`config.mk`:
```
export PLATFORM = sky130hd
export DESIGN_NAME = serial_adder
export DESIGN_NICKNAME = d
export VERILOG_FILES = /design/src/rtl/serial_adder_pkg.sv /design/src/rtl/serial_adder_fa_cell.sv /design/src/rtl/serial_adder.sv
export SDC_FILE = /design/constraint.sdc
export NUM_CORES = 1
export LEC_CHECK = 0
export ABC_AREA = 1
export BUFFER_PORTS_ARGS = -buffer_cell sky130_fd_sc_hd__buf_2
export CORE_MARGIN = 2
export CORE_UTILIZATION = 59
export DETAILED_ROUTE_END_ITERATION = 6
export GPL_ROUTABILITY_DRIVEN = 0
export HOLD_SLACK_MARGIN = 0.12
export PLACE_DENSITY = 0.79
export SYNTH_ARGS = -nofsm -noshare
export SYNTH_HDL_FRONTEND = slang
export SYNTH_SLANG_ARGS = --single-unit
```
`constraint.sdc`:
```
create_clock -name clk -period 2.7 [get_ports clk]
set_input_delay 0.405 -clock clk [delete_from_list [all_inputs] [get_ports clk]]
set_output_delay 0.405 -clock clk [all_outputs]
set_load 0.01 [all_outputs]
```
`src/rtl/serial_adder_pkg.sv`:
```
// -----------------------------------------------------------------------------
// serial_adder_pkg
//   Shared types and limits for the bit-serial adder.
//   - state_t   : controller states (IDLE -> RUN -> DONE -> IDLE)
//   - MAX_WIDTH : largest operand width the adder accepts
// -----------------------------------------------------------------------------
package serial_adder_pkg;

   typedef enum logic [1:0] {
      S_IDLE,
      S_RUN,
      S_DONE
   } state_t;

   localparam int MAX_WIDTH = 64;

endpackage : serial_adder_pkg

```
`src/rtl/serial_adder_fa_cell.sv`:
```
// -----------------------------------------------------------------------------
// fa_cell
//   Combinational 1-bit full adder; the arithmetic core of serial_adder.
//   Ports:
//     a, b  in  operand bits
//     ci    in  carry in
//     s     out sum bit
//     co    out carry out
// -----------------------------------------------------------------------------
module fa_cell
   import serial_adder_pkg::*;
(
   input  logic a,
   input  logic b,
   input  logic ci,
   output logic s,
   output logic co
);

   logic half_s;

   assign half_s = a ^ b;
   assign s      = half_s ^ ci;
   assign co     = (a & b) | (ci & half_s);

endmodule : fa_cell

```
`src/rtl/serial_adder.sv`:
```
// -----------------------------------------------------------------------------
// serial_adder
//   Bit-serial adder: {cout,sum} = a + b + cin, processed LSB first, one bit
//   per clock through a single full-adder cell with a registered carry.
//   A start accepted in IDLE captures the operands; WIDTH RUN cycles follow,
//   then a one-cycle done pulse. sum/cout (and ovf) update only at the
//   completing edge and hold until the next completion.
//
//   Parameter:
//     WIDTH  operand/sum width, 1..MAX_WIDTH (default 8)
//   Ports:
//     clk    in   rising-edge clock
//     rst    in   asynchronous, active-high reset
//     start  in   request, sampled only in IDLE
//     a, b   in   operands (WIDTH bits), captured on accepted start
//     cin    in   carry in, captured on accepted start
//     busy   out  high exactly while in RUN
//     done   out  one-cycle pulse when the result is valid
//     sum    out  registered sum (WIDTH bits)
//     cout   out  registered carry out
//     ovf    out  registered two's-complement overflow
//                 (present only when SERIAL_ADDER_OVF_EN is defined)
//
//   Build option: define SERIAL_ADDER_OVF_EN to add the ovf output.
// -----------------------------------------------------------------------------
module serial_adder
   import serial_adder_pkg::*;
#(
   parameter int WIDTH = 8
) (
   input  logic             clk,
   input  logic             rst,
   input  logic             start,
   input  logic [WIDTH-1:0] a,
   input  logic [WIDTH-1:0] b,
   input  logic             cin,
   output logic             busy,
   output logic             done,
   output logic [WIDTH-1:0] sum,
   output logic             cout
`ifdef SERIAL_ADDER_OVF_EN
   ,
   output logic             ovf
`endif
);

   // ---------------------------------------------------------------------------
   // Elaboration-time legality check
   // ---------------------------------------------------------------------------
   if (WIDTH < 1 || WIDTH > MAX_WIDTH) begin : g_bad_width
      $error("serial_adder: WIDTH=%0d outside legal range 1..%0d", WIDTH, MAX_WIDTH);
   end

   localparam int            CW       = $clog2(WIDTH + 1);
   localparam logic [CW-1:0] CNT_LAST = CW'(WIDTH - 1);

   // ---------------------------------------------------------------------------
   // State and datapath registers
   // ---------------------------------------------------------------------------
   state_t           state_q;
   logic [WIDTH-1:0] a_sh_q;
   logic [WIDTH-1:0] b_sh_q;
   logic [WIDTH-1:0] sum_sh_q;
   logic             carry_q;
   logic [CW-1:0]    cnt_q;
   logic             busy_q;
   logic             done_q;
   logic [WIDTH-1:0] sum_q;
   logic             cout_q;
`ifdef SERIAL_ADDER_OVF_EN
   logic             ovf_q;
`endif

   // ---------------------------------------------------------------------------
   // Full-adder cell on the current LSBs and the running carry
   // ---------------------------------------------------------------------------
   logic             fa_s;
   logic             fa_co;
   logic [WIDTH-1:0] sum_sh_d;

   fa_cell u_fa (
      .a  (a_sh_q[0]),
      .b  (b_sh_q[0]),
      .ci (carry_q),
      .s  (fa_s),
      .co (fa_co)
   );

   // The new sum bit enters at the MSB, so after WIDTH shifts the first
   // (LSB) result bit has travelled down to bit 0.
   if (WIDTH == 1) begin : g_sum_w1
      assign sum_sh_d = fa_s;
   end else begin : g_sum_wn
      assign sum_sh_d = {fa_s, sum_sh_q[WIDTH-1:1]};
   end

   // ---------------------------------------------------------------------------
   // Controller and datapath
   // ---------------------------------------------------------------------------
   // NOTE: every register here uses non-blocking assignment so all of them
   // see the pre-edge values of each other (the shift chain depends on it).
   always_ff @(posedge clk or posedge rst) begin
      if (rst) begin
         // NOTE: the shift registers are reset too, not just the control
         // state, so an aborted operation leaves no stale bits behind.
         state_q  <= S_IDLE;
         a_sh_q   <= '0;
         b_sh_q   <= '0;
         sum_sh_q <= '0;
         carry_q  <= 1'b0;
         cnt_q    <= '0;
         busy_q   <= 1'b0;
         done_q   <= 1'b0;
         sum_q    <= '0;
         cout_q   <= 1'b0;
`ifdef SERIAL_ADDER_OVF_EN
         ovf_q    <= 1'b0;
`endif
      end else begin
         case (state_q)
            S_IDLE: begin
               if (start) begin
                  a_sh_q  <= a;
                  b_sh_q  <= b;
                  carry_q <= cin;
                  cnt_q   <= '0;
                  busy_q  <= 1'b1;
                  state_q <= S_RUN;
               end
            end

            S_RUN: begin
               a_sh_q   <= a_sh_q >> 1;
               b_sh_q   <= b_sh_q >> 1;
               sum_sh_q <= sum_sh_d;
               carry_q  <= fa_co;
               cnt_q    <= cnt_q + CW'(1);
               if (cnt_q == CNT_LAST) begin
                  // Last bit: publish the result straight from the cell so
                  // sum/cout change on this edge and no earlier.
                  sum_q   <= sum_sh_d;
                  cout_q  <= fa_co;
`ifdef SERIAL_ADDER_OVF_EN
                  // carry_q is the carry into the MSB, fa_co the carry out.
                  ovf_q   <= carry_q ^ fa_co;
`endif
                  busy_q  <= 1'b0;
                  done_q  <= 1'b1;
                  state_q <= S_DONE;
               end
            end

            S_DONE: begin
               done_q  <= 1'b0;
               state_q <= S_IDLE;
            end

            default: begin
               busy_q  <= 1'b0;
               done_q  <= 1'b0;
               state_q <= S_IDLE;
            end
         endcase
      end
   end

   assign busy = busy_q;
   assign done = done_q;
   assign sum  = sum_q;
   assign cout = cout_q;
`ifdef SERIAL_ADDER_OVF_EN
   assign ovf  = ovf_q;
`endif

endmodule : serial_adder

```
==> results of run 1 <==
[registers in the layout, summed over array words and instances, names as in the netlist]
register  flops
sum           8
sum_sh_q      7
cout          1
busy          1
state_q       2
a_sh_q        8
b_sh_q        8
done          1
carry_q       1
cnt_q         4
[cell usage after synthesis]
cell     number  share of area [%]
inv_1         6                1.3
o21ai_1       1               0.28
buf_6         2                1.3
nand2_2       2               0.70
nand3_2       1               0.56
inv_2         3               0.63
ha_1          1               0.70
nor2_4        1               0.63
nand3_1      48                 13
nand4_1       1               0.35
fa_1          1                1.1
nor2_8        1                1.1
o21ai_0       2               0.56
dfrtp_1      41                 57
buf_2         7                2.0
buf_4         1               0.42
nand2_1      86                 18
[area by class of cell]
class,count,area [um^2]
Fill cell,252,971
Sequential cell,41,1030
Clock inverter,1,5.00
Tap cell,33,41.3
Inverter,9,33.8
Multi-Input combinational cell,145,671
Clock buffer,7,65.1
Timing Repair Buffer,32,165
[layer usage]
layer / vias to the layer above / wire [um] / global-route usage [%] / share of wire, %
met1: 652 / 1540 / 28.5 / 47
li1: 717 / - / - / -
met4: 0 / 32 / 5.84 / 0.98
met5: - / 0 / 0 / 0
met3: 4 / 156 / 6.55 / 4.8
met2: 46 / 1520 / 33.8 / 47
[power groups by stage]
stage / combinational, mW / sequential [mW] / clock (mW)
2_1_floorplan: 0.576 / 1.07 / 0
3_3_place_gp: 0.753 / 1.06 / 0
3_5_place_dp: 0.777 / 1.06 / 0
4_1_cts: 0.778 / 1.05 / 0.347
5_1_grt: 0.880 / 1.09 / 0.371
6_report: 0.769 / 1.05 / 0.340
[worst max-delay path, stage by stage (launching register included)]
cell and delay, ns:
dfrtp_1 0.43, inv_2 0.09, nand2_1 0.55, nand3_1 0.30, o21ai_1 0.10
[cell families (layout without fill, tap and decap cells)]
logic type	after synthesis	count (layout)	synth area share [%]
buf+inv	19	49	5.50
fa+ha+maj	2	2	1.81
flops	41	41	57.1
simple gates	140	140	34.7
compound gates	3	3	0.836
[worst paths after layout]
check / to / slack [ns]
setup reg to reg: cnt_q[0]$_DFFE_PP0P_ / 1.08
setup / recovery: cnt_q[0]$_DFFE_PP0P_ / 1.08
hold reg to reg: sum[6]$_DFFE_PP0P_ / 0.47
hold / removal: cnt_q[2]$_DFFE_PP0P_ / 0.16
max in group asynchronous: done$_DFFE_PP0P_ / 2.19
min in group clk: b_sh_q[7]$_DFFE_PP0P_ / 0.26
[stage by stage]
step / utilization (%) / area [um^2] / cells
3_3_place_gp: 65.0 / 1940 / 260
5_1_grt: 67.4 / 2010 / 268
3_5_place_dp: 65.0 / 1940 / 260
4_1_cts: 67.4 / 2010 / 268
2_1_floorplan: - / 1800 / 205
6_report: 67.4 / 2010 / 268
==> impl_results.md, run 1 <==
* Deepest clock path buffer count at 2
* Post-synth cell types at 17
* Reg clk slew, reported paths at 0.11 ns
* Largest net degree at the start of global routing at 42
* Switching share of power at 39.4%
* Residual DRC at 0
* IR Drop Worst-Case VDD at 0.000588 V
* Drt initial violations at 64
* Detailed Route WL at 3250 um
* Skew final at 0.00490 ns
* Slew margin rel. at 37.0%
* IO Port Bufs at 30
* Min Hold Slack at 0.162 ns
* Min Tclk post-route at 1.62 ns
* Status: finished clean
* Antenna Cells at 0
* PwrDens at 1080 mW/mm^2
* Setup CP Type: reg2reg
* Layout overhead on the synthesized area at 11.8%
* Starting Density at 60.3%
* Num ports at 31
* Clock root buffer: clkbuf_4
* Unrepaired setup endpoints after global routing: no
* CP endpoint kind: register
* Post-place setup slack at 1.11 ns
* Routed Antenna Nets at 0
* CP Launch Type: register
* Vias in the first global route at 1313
* Setup_tns at 0 ns
* Fin. Hold Viols at 0
* Initial antenna violation count at 0
* Final worst-path cycle share at 59.9%
* Mapped Cells at 205
* All-Layer GR Usage at 21.3%
* Syn Nets at 227
* Cts bufs inserted at 5
* Crit path max fanout at 29
* Hold WC Path Type: in2async
* Seq cells post-synth at 41
* Die H at 59.2 um
* Total power at 2.16 mW
* Layout Nets at 256
* Core ar. at 0.00298 mm^2
* Row cnt at 20
* Htree depth at 2
* Net Sw Power at 852 uW
* Worst setup path start: state_q[1]$_DFFE_PP0P_
* Synth Area per Inst at 8.76 um^2
* Vias per inst at 5.29
* Crit path DAT at 1.81 ns
* Detailed Place HPWL at 2140 um
* Worst r2r path cells at 4
* Comb pwr share at 35.6%
* Ratio of cells with drive above 1 in the final layout at 20.4%
* Seq/Total Area, Yosys at 57.1%
* Tightest Pin Transition at 0.943 ns
* Sequential share of power at 48.7%
* Commonest non-fill, non-tap cell in the layout: nand2_1
* Peak Freq at 618 MHz
* Endpoints failing setup at 0
* P_leak at 1.11 nW
* Area of the die at 0.00350 mm^2
* Max cap viols at 0
* Worst reg2reg startpoint: state_q[1]$_DFFE_PP0P_
* Clk pwr share at 15.8%
* WP data required at 2.89 ns
* PnR worst setup slack at 1.08 ns
* Via Count at 1419
* Ys Warns at 0
* CTS hold repair buffers at 0
* Drt wl/cell at 12.1 um
* Post-CTS Repair Setup Buffers at 0
* CTS tree: built
* Post-cts sizing count at 0
* # clock sinks at 41
* Internal at 1.31 mW
* Overflow after GRT at 0
* Commonest non-fill, non-tap cells in the layout: nand2_1 (86), nand3_1 (48), dfrtp_1 (41)
* Clk Latency, worst-skew pair at 0.34 ns
* Die width at 59.2 um
* First-pass GRT wire length at 5550 um
* Mapped cell area at 0.00180 mm^2
* Drt pass-1 iters at 4
* Slew Viols, Final at 0
(Power assumes the default switching activity.)
==> inputs of run 2 (changes only) <==
--- a/config.mk
+++ b/config.mk
@@ -5,14 +5,14 @@
 export SDC_FILE = /design/constraint.sdc
 export NUM_CORES = 1
 export LEC_CHECK = 0
-export ABC_AREA = 1
+export ABC_AREA = 0
 export BUFFER_PORTS_ARGS = -buffer_cell sky130_fd_sc_hd__buf_2
 export CORE_MARGIN = 2
-export CORE_UTILIZATION = 59
+export CORE_UTILIZATION = 50
 export DETAILED_ROUTE_END_ITERATION = 6
 export GPL_ROUTABILITY_DRIVEN = 0
 export HOLD_SLACK_MARGIN = 0.12
-export PLACE_DENSITY = 0.79
+export PLACE_DENSITY = 0.71
 export SYNTH_ARGS = -nofsm -noshare
 export SYNTH_HDL_FRONTEND = slang
 export SYNTH_SLANG_ARGS = --single-unit
==> constraint.sdc (replaced) <==
create_clock -name clk -period 1.35 [get_ports clk]
set_input_delay 0.2025 -clock clk [delete_from_list [all_inputs] [get_ports clk]]
set_output_delay 0.2025 -clock clk [all_outputs]
set_load 0.01 [all_outputs]
==> run 2 against run 1 <==
- the flow now finishes with violations (negative setup slack)
- core utilization decreased by 2.6 points
- non-clock buffer count rose by 21
- critical path depth is the same
- clock-buffer cell count fell by 2
- worst setup slack lost 1.1 ns
- hold slack improved by 0.017 ns
- clock power grew to 2.9 times the previous value
==> impl_results.md, run 2 <==
* Layout Cells excl Fill at 260
* Commonest cells in the netlist: dfrtp_1 (41), a21oi_1 (18), o21ai_0 (18), a22oi_1 (14), nor2b_1 (10)
* Critical-path cell list: ha_2 -> and3b_2 -> and2_4 -> mux2_4
* Fin area at 0.00235 mm^2
* Slew margin rel. at 77.1%
* Endpoints failing setup at 9
* Tightest Pin Transition at 0.339 ns
* Setup CP Type: reg2reg
* CTS tree: built
* Crit path DAT at 1.57 ns
* Cell type with the largest total area after synthesis: dfrtp_1
* Row cnt at 22
* IR Drop Worst-Case VDD at 0.00107 V
* Initial antenna violation count at 0
* Most frequent cell after synthesis: dfrtp_1
* Fin. Hold Viols at 0
* Commonest non-fill, non-tap cell in the layout: dfrtp_1
* Mapped cell area at 0.00187 mm^2
* Routed Antenna Nets at 0
* Synth Flop Type: dfrtp_1
* Ratio of cells with drive above 1 in the final layout at 39.6%
* Antenna Cells at 0
* Slowest stage delay, CP at 0.39 ns
* CP endpoint kind: register
* Deepest clock path buffer count at 2
* Layout Nets at 233
* Mapped Cells at 160
* CP Launch Type: register
* Cts bufs inserted at 5
* Htree depth at 2
* Post-synth cell types at 27
* Detailed Route WL at 3930 um
* Slowest CP cell: dfrtp_1
* Crit path max fanout at 5
* Slew Viols, Final at 0
* Dpl cell area at 0.00219 mm^2
* Unrepaired setup endpoints after global routing: yes
* Num ports at 31
* Hold WC Path Type: in2reg
* First-pass GRT wire length at 6620 um
* Worst setup path start: cnt_q[0]$_DFFE_PP0P_
* Hold_sp: b[7]
* Largest net degree at the start of global routing at 42
* Comb pwr share at 42.1%
* Overflow after GRT at 0
* Drt wl/cell at 15.1 um
* Vias per inst at 5.40
* Drt pass-1 iters at 4
* Sequential share of power at 39.3%
* Drt initial violations at 94
* Synth Area per Inst at 11.7 um^2
* Final worst-path cycle share at 102%
* Core ar. at 0.00363 mm^2
* # clock sinks at 41
* Min Hold Slack at 0.180 ns
* Die width at 65.2 um
* Via Count at 1404
* Worst reg2reg startpoint: cnt_q[0]$_DFFE_PP0P_
* Min Tclk post-route at 1.38 ns
* Seq cells post-synth at 41
* Die H at 65.2 um
* Peak Freq at 725 MHz
* Failing checks: negative setup slack
* Top-area cell type share of the netlist area at 54.8%
* Reg clk slew, reported paths at 0.08 ns
* Detailed Place HPWL at 2790 um
* Residual DRC at 0
* Placed cells at 248
* PwrDens at 2280 mW/mm^2
* Commonest non-fill, non-tap cells in the layout: dfrtp_1 (41), buf_2 (31), buf_4 (19)
* Clk pwr share at 18.6%
* Final Core Density at 64.8%
* Top post-synthesis cells by area: dfrtp_1 (55%), mux2_4 (6.4%), a22oi_1 (5.6%)
* Number of synthesized flops with an enable pin at 0
* Setup_tns at -0.220 ns
* Vias in the first global route at 1422
* P_leak at 1.14 nW
* Switching share of power at 33.6%
* Skew final at 0.00707 ns
* Status: finished with violations
* Layout overhead on the synthesized area at 25.8%
* All-Layer GR Usage at 20.8%
* Area of the die at 0.00425 mm^2
* Asr flop ratio synth at 100%
* Clk Latency, worst-skew pair at 0.30 ns
* IO Port Bufs at 30
* Syn Nets at 182
* Seq/Total Area, Yosys at 54.8%
* Net Sw Power at 1.80 mW
* PnR worst setup slack at -0.0289 ns
* Max cap viols at 0
* Starting Density at 51.5%
* Clock root buffer: clkbuf_8
* WP data required at 1.54 ns
* Internal at 3.56 mW
* Ys Warns at 0
-- run 2: cell count changes in the layout (fill, tap and decap cells not counted), moves of 5 or more --
cell      change
nand3_1      -46
mux2_2        +8
o21ai_0      +14
nor2b_1       +9
a22oi_1      +14
buf_4        +17
a21oi_1      +18
nand2_1      -80
clkbuf_4      -5
mux2_4        +9
and2b_1       +7
-- run 2: kinds of logic after synthesis --
family / count (synthesis) / synth area share, %
compound gates: 56 / 17.9
mux: 17 / 11.8
fa+ha+maj: 2 / 1.74
simple gates: 31 / 10.2
flops: 41 / 54.8
buf+inv: 13 / 3.41
-- run 2: worst max-delay path, delay by kind of cell (launching register included) --
family,cells,cell delay [ns]
DFF,1,0.39
and+or+nand+nor,2,0.39
muxes,1,0.30
adders and majority gates,1,0.19
-- run 2: final timing paths --
kind | end | slack [ns] | depth (start not counted)
max in group asynchronous | b_sh_q[7]$_DFFE_PP0P_ | 0.66 | 4
min reg2reg | a_sh_q[6]$_DFFE_PP0P_ | 0.50 | 2
min in group asynchronous | b_sh_q[2]$_DFFE_PP0P_ | 0.49 | 4
max reg2reg | sum[3]$_DFFE_PP0P_ | -0.03 | 4
max | sum[3]$_DFFE_PP0P_ | -0.03 | 4
min | b_sh_q[7]$_DFFE_PP0P_ | 0.18 | 3
-- run 2: cell type report --
cell class,count,area [um^2]
fill,294,1280
sequential,41,1030
multi-input combinational,107,802
timing repair buffer,53,339
clock buffer,5,68.8
tap,48,60.1
clock inverter,3,46.3
inverter,3,11.3
-- run 2: repair_timing --
action | CTS | global route
setup endpoints to repair | 10 | 17
setup buffers | 0 | 1
cloned | 1 | 1
gates resized for setup | 3 | 6
pin swaps | 2 | 2
endpoints found under the hold margin | 41 | 0
hold buffers | 1 | 0
-- run 2: power by group through the flow --
| stage | Sequential [mW] | Combinational (mW) | Clock (mW) |
|---|---|---|---|
| after global placement | 2.08 | 2.06 | 0 |
| after global routing | 2.18 | 2.48 | 1.07 |
| after floorplan | 2.13 | 1.34 | 0 |
| final | 2.11 | 2.25 | 0.999 |
| after detailed placement | 2.13 | 2.18 | 0 |
| after CTS | 2.11 | 2.22 | 1.01 |
-- run 2: routing by layer --
metal | vias to the layer above | part of all wire [%] | track usage (%)
met5 | - | 0 | 0
li1 | 673 | - | -
met4 | 0 | 1.7 | 7.29
met3 | 8 | 4.4 | 5.14
met2 | 29 | 49 | 34.3
met1 | 694 | 44 | 26.9
-- run 2: metrics by stage --
stage,setup WS [ns],power (mW)
floorplan,-0.0692,3.47
global placement,-0.0370,4.14
detailed placement,-0.0817,4.30
CTS,-0.0486,5.34
global route,-0.0831,5.72
finish,-0.0289,5.36
==> inputs of run 3 (changes only) <==
--- a/config.mk
+++ b/config.mk
@@ -7,12 +7,12 @@
 export LEC_CHECK = 0
 export ABC_AREA = 0
 export BUFFER_PORTS_ARGS = -buffer_cell sky130_fd_sc_hd__buf_2
-export CORE_MARGIN = 2
-export CORE_UTILIZATION = 50
+export CORE_MARGIN = 3
+export CORE_UTILIZATION = 55
 export DETAILED_ROUTE_END_ITERATION = 6
 export GPL_ROUTABILITY_DRIVEN = 0
 export HOLD_SLACK_MARGIN = 0.12
-export PLACE_DENSITY = 0.71
+export PLACE_DENSITY = 0.74
 export SYNTH_ARGS = -nofsm -noshare
 export SYNTH_HDL_FRONTEND = slang
 export SYNTH_SLANG_ARGS = --single-unit
==> constraint.sdc (replaced) <==
create_clock -name clk -period 1.4 [get_ports clk]
set_input_delay 0.21 -clock clk [delete_from_list [all_inputs] [get_ports clk]]
set_output_delay 0.21 -clock clk [all_outputs]
set_load 0.01 [all_outputs]
==> run 3 against run 2 <==
- the run still ends with negative setup slack left
- core utilization increased by 7.4 points
- sequential power down 5%
- non-clock buffer count is 3 lower
- die area down 2.6%
- design area fell by 3.2%
- combinational power fell by 4%
- clock-buffer cell count unchanged
- first-iteration DRC count shrank 21%
- hold slack got worse by 0.041 ns
- critical path type unchanged
- critical endpoint is now sum[2]$_DFFE_PP0P_
- highest routed layer unchanged
==> impl_results.md, run 3 (same netlist as run 2, synthesis figures left out) <==
* Status: finished with violations
* Failing checks: negative setup slack
* IR Drop Worst-Case VDD at 0.00116 V
* Largest net degree at the start of global routing at 42
* Final Core Density at 72.2%
* Clk Latency, worst-skew pair at 0.35 ns
* Sequential share of power at 41.0%
* Internal at 3.23 mW
* Fill cells at 252
* Routed Antenna Nets at 0
* Commonest non-fill, non-tap cells in the layout: dfrtp_1 (41), buf_2 (30), a21oi_1 (18)
* Reg clk slew, reported paths at 0.12 ns
* Switching share of power at 34.4%
* CP Launch Type: register
* Crit path DAT at 1.67 ns
* Slowest CP cell: dfrtp_1
* Net Sw Power at 1.69 mW
* Detailed Place HPWL at 2750 um
* PwrDens at 2160 mW/mm^2
* Antenna Cells at 0
* Cts bufs inserted at 5
* Drt pass-1 iters at 5
* Setup_tns at -0.0914 ns
* CP endpoint kind: register
* Tightest Pin Transition at 0.517 ns
* Clk pwr share at 15.2%
* Crit path max fanout at 5
* CTS tree: built
* Drt initial violations at 74
* Drt wl/cell at 16.0 um
* All-Layer GR Usage at 22.3%
* Die H at 64.3 um
* Slowest stage delay, CP at 0.41 ns
* P_leak at 1.11 nW
* Slew margin rel. at 65.5%
* PnR worst setup slack at -0.0299 ns
* IO Port Bufs at 30
* Core ar. at 0.00315 mm^2
* Area of the die at 0.00414 mm^2
* Die width at 64.3 um
* Residual DRC at 0
* Peak Freq at 699 MHz
* Worst Hold Depth at 3
* Hold WC Path Type: in2reg
* Max cap viols at 0
* Comb pwr share at 43.9%
* Layout Nets at 230
* WP data required at 1.64 ns
* Post-place setup slack at -0.0549 ns
* Min Hold Slack at 0.139 ns
* Critical-path cell list: ha_2 -> and3b_2 -> and2_4 -> mux2_4
* Deepest clock path buffer count at 2
* Starting Density at 59.3%
* Vias per inst at 5.52
* Clock root buffer: clkbuf_4
* Endpoints failing setup at 9
* Detailed Route WL at 4020 um
* Htree depth at 2
* Worst r2r path cells at 4
* Vias in the first global route at 1504
* Reg2Reg Setup Slack at -0.03 ns
* Via Count at 1390
* Skew final at 0.00760 ns
* Initial antenna violation count at 0
* Final worst-path cycle share at 102%
* Commonest non-fill, non-tap cell in the layout: dfrtp_1
* Setup CP Type: reg2reg
* Slew Viols, Final at 0
* Min Tclk post-route at 1.43 ns
* Overflow after GRT at 0
* # clock sinks at 41
* Dpl cell area at 0.00216 mm^2
* Layout overhead on the synthesized area at 21.7%
* First-pass GRT wire length at 7110 um
* Num ports at 31
* Fin area at 0.00228 mm^2
* Ratio of cells with drive above 1 in the final layout at 38.0%
* Unrepaired setup endpoints after global routing: yes
* Fin. Hold Viols at 0
* Row cnt at 20
## run 3: cell count changes in the layout (fill, tap and decap cells not counted), sizes merged
cell      before  now
clkinvlp       1    0
buf           52   49
## run 3: power by group through the flow
stage | logic, mW | clock network (mW) | registers (mW)
final | 2.16 | 0.746 | 2.01
after detailed placement | 2.05 | 0 | 2.05
after global routing | 2.40 | 0.806 | 2.09
after floorplan | 1.29 | 0 | 2.06
after CTS | 2.13 | 0.743 | 2.01
after global placement | 1.95 | 0 | 2.00
## run 3: final timing paths
kind / start / to
setup / recovery: cnt_q[0]$_DFFE_PP0P_ / sum[2]$_DFFE_PP0P_
hold / removal: b[5] / b_sh_q[5]$_DFFE_PP0P_
setup reg to reg: cnt_q[0]$_DFFE_PP0P_ / sum[2]$_DFFE_PP0P_
hold reg to reg: a_sh_q[6]$_DFFE_PP0P_ / a_sh_q[6]$_DFFE_PP0P_
max in group asynchronous: rst / cnt_q[3]$_DFFE_PP0P_
min in group asynchronous: rst / sum_sh_q[5]$_DFFE_PP0P_
## run 3: layer usage
layer  global-route usage [%]  wire (um)
met5                        0          0
met4                     7.65         48
met3                     4.39        145
met2                     36.0       1980
met1                     30.1       1850
## run 3: per-stage QoR
step,power [mW],cells
final,4.92,252
after global routing,5.30,252
after CTS,4.89,252
after detailed placement,4.09,242
after global placement,3.95,242
after floorplan,3.35,160
## run 3: final cells by class
type | count | area (um^2) | area share [%]
Tap cell | 44 | 55.1 | 2.42
Clock buffer | 5 | 37.5 | 1.65
Clock inverter | 2 | 35.0 | 1.54
Inverter | 3 | 11.3 | 0.495
Multi-Input combinational cell | 107 | 802 | 35.2
Timing Repair Buffer | 50 | 310 | 13.6
Sequential cell | 41 | 1030 | 45.1
## run 3: worst max-delay path, delay by kind of cell (launching register included)
kind	cells	cell delay, ns
and+or+nand+nor	2	0.41
DFF	1	0.41
muxes	1	0.31
adders and majority gates	1	0.19
## run 3: repair_timing
action                                  CTS  global route
endpoints found under the setup margin    9            19
endpoints found under the hold margin    41             0
gates resized for setup                   3             6
hold buffers                              1             0
pin swaps                                 2             0
gates cloned                              1             0
buffers inserted                          1             0
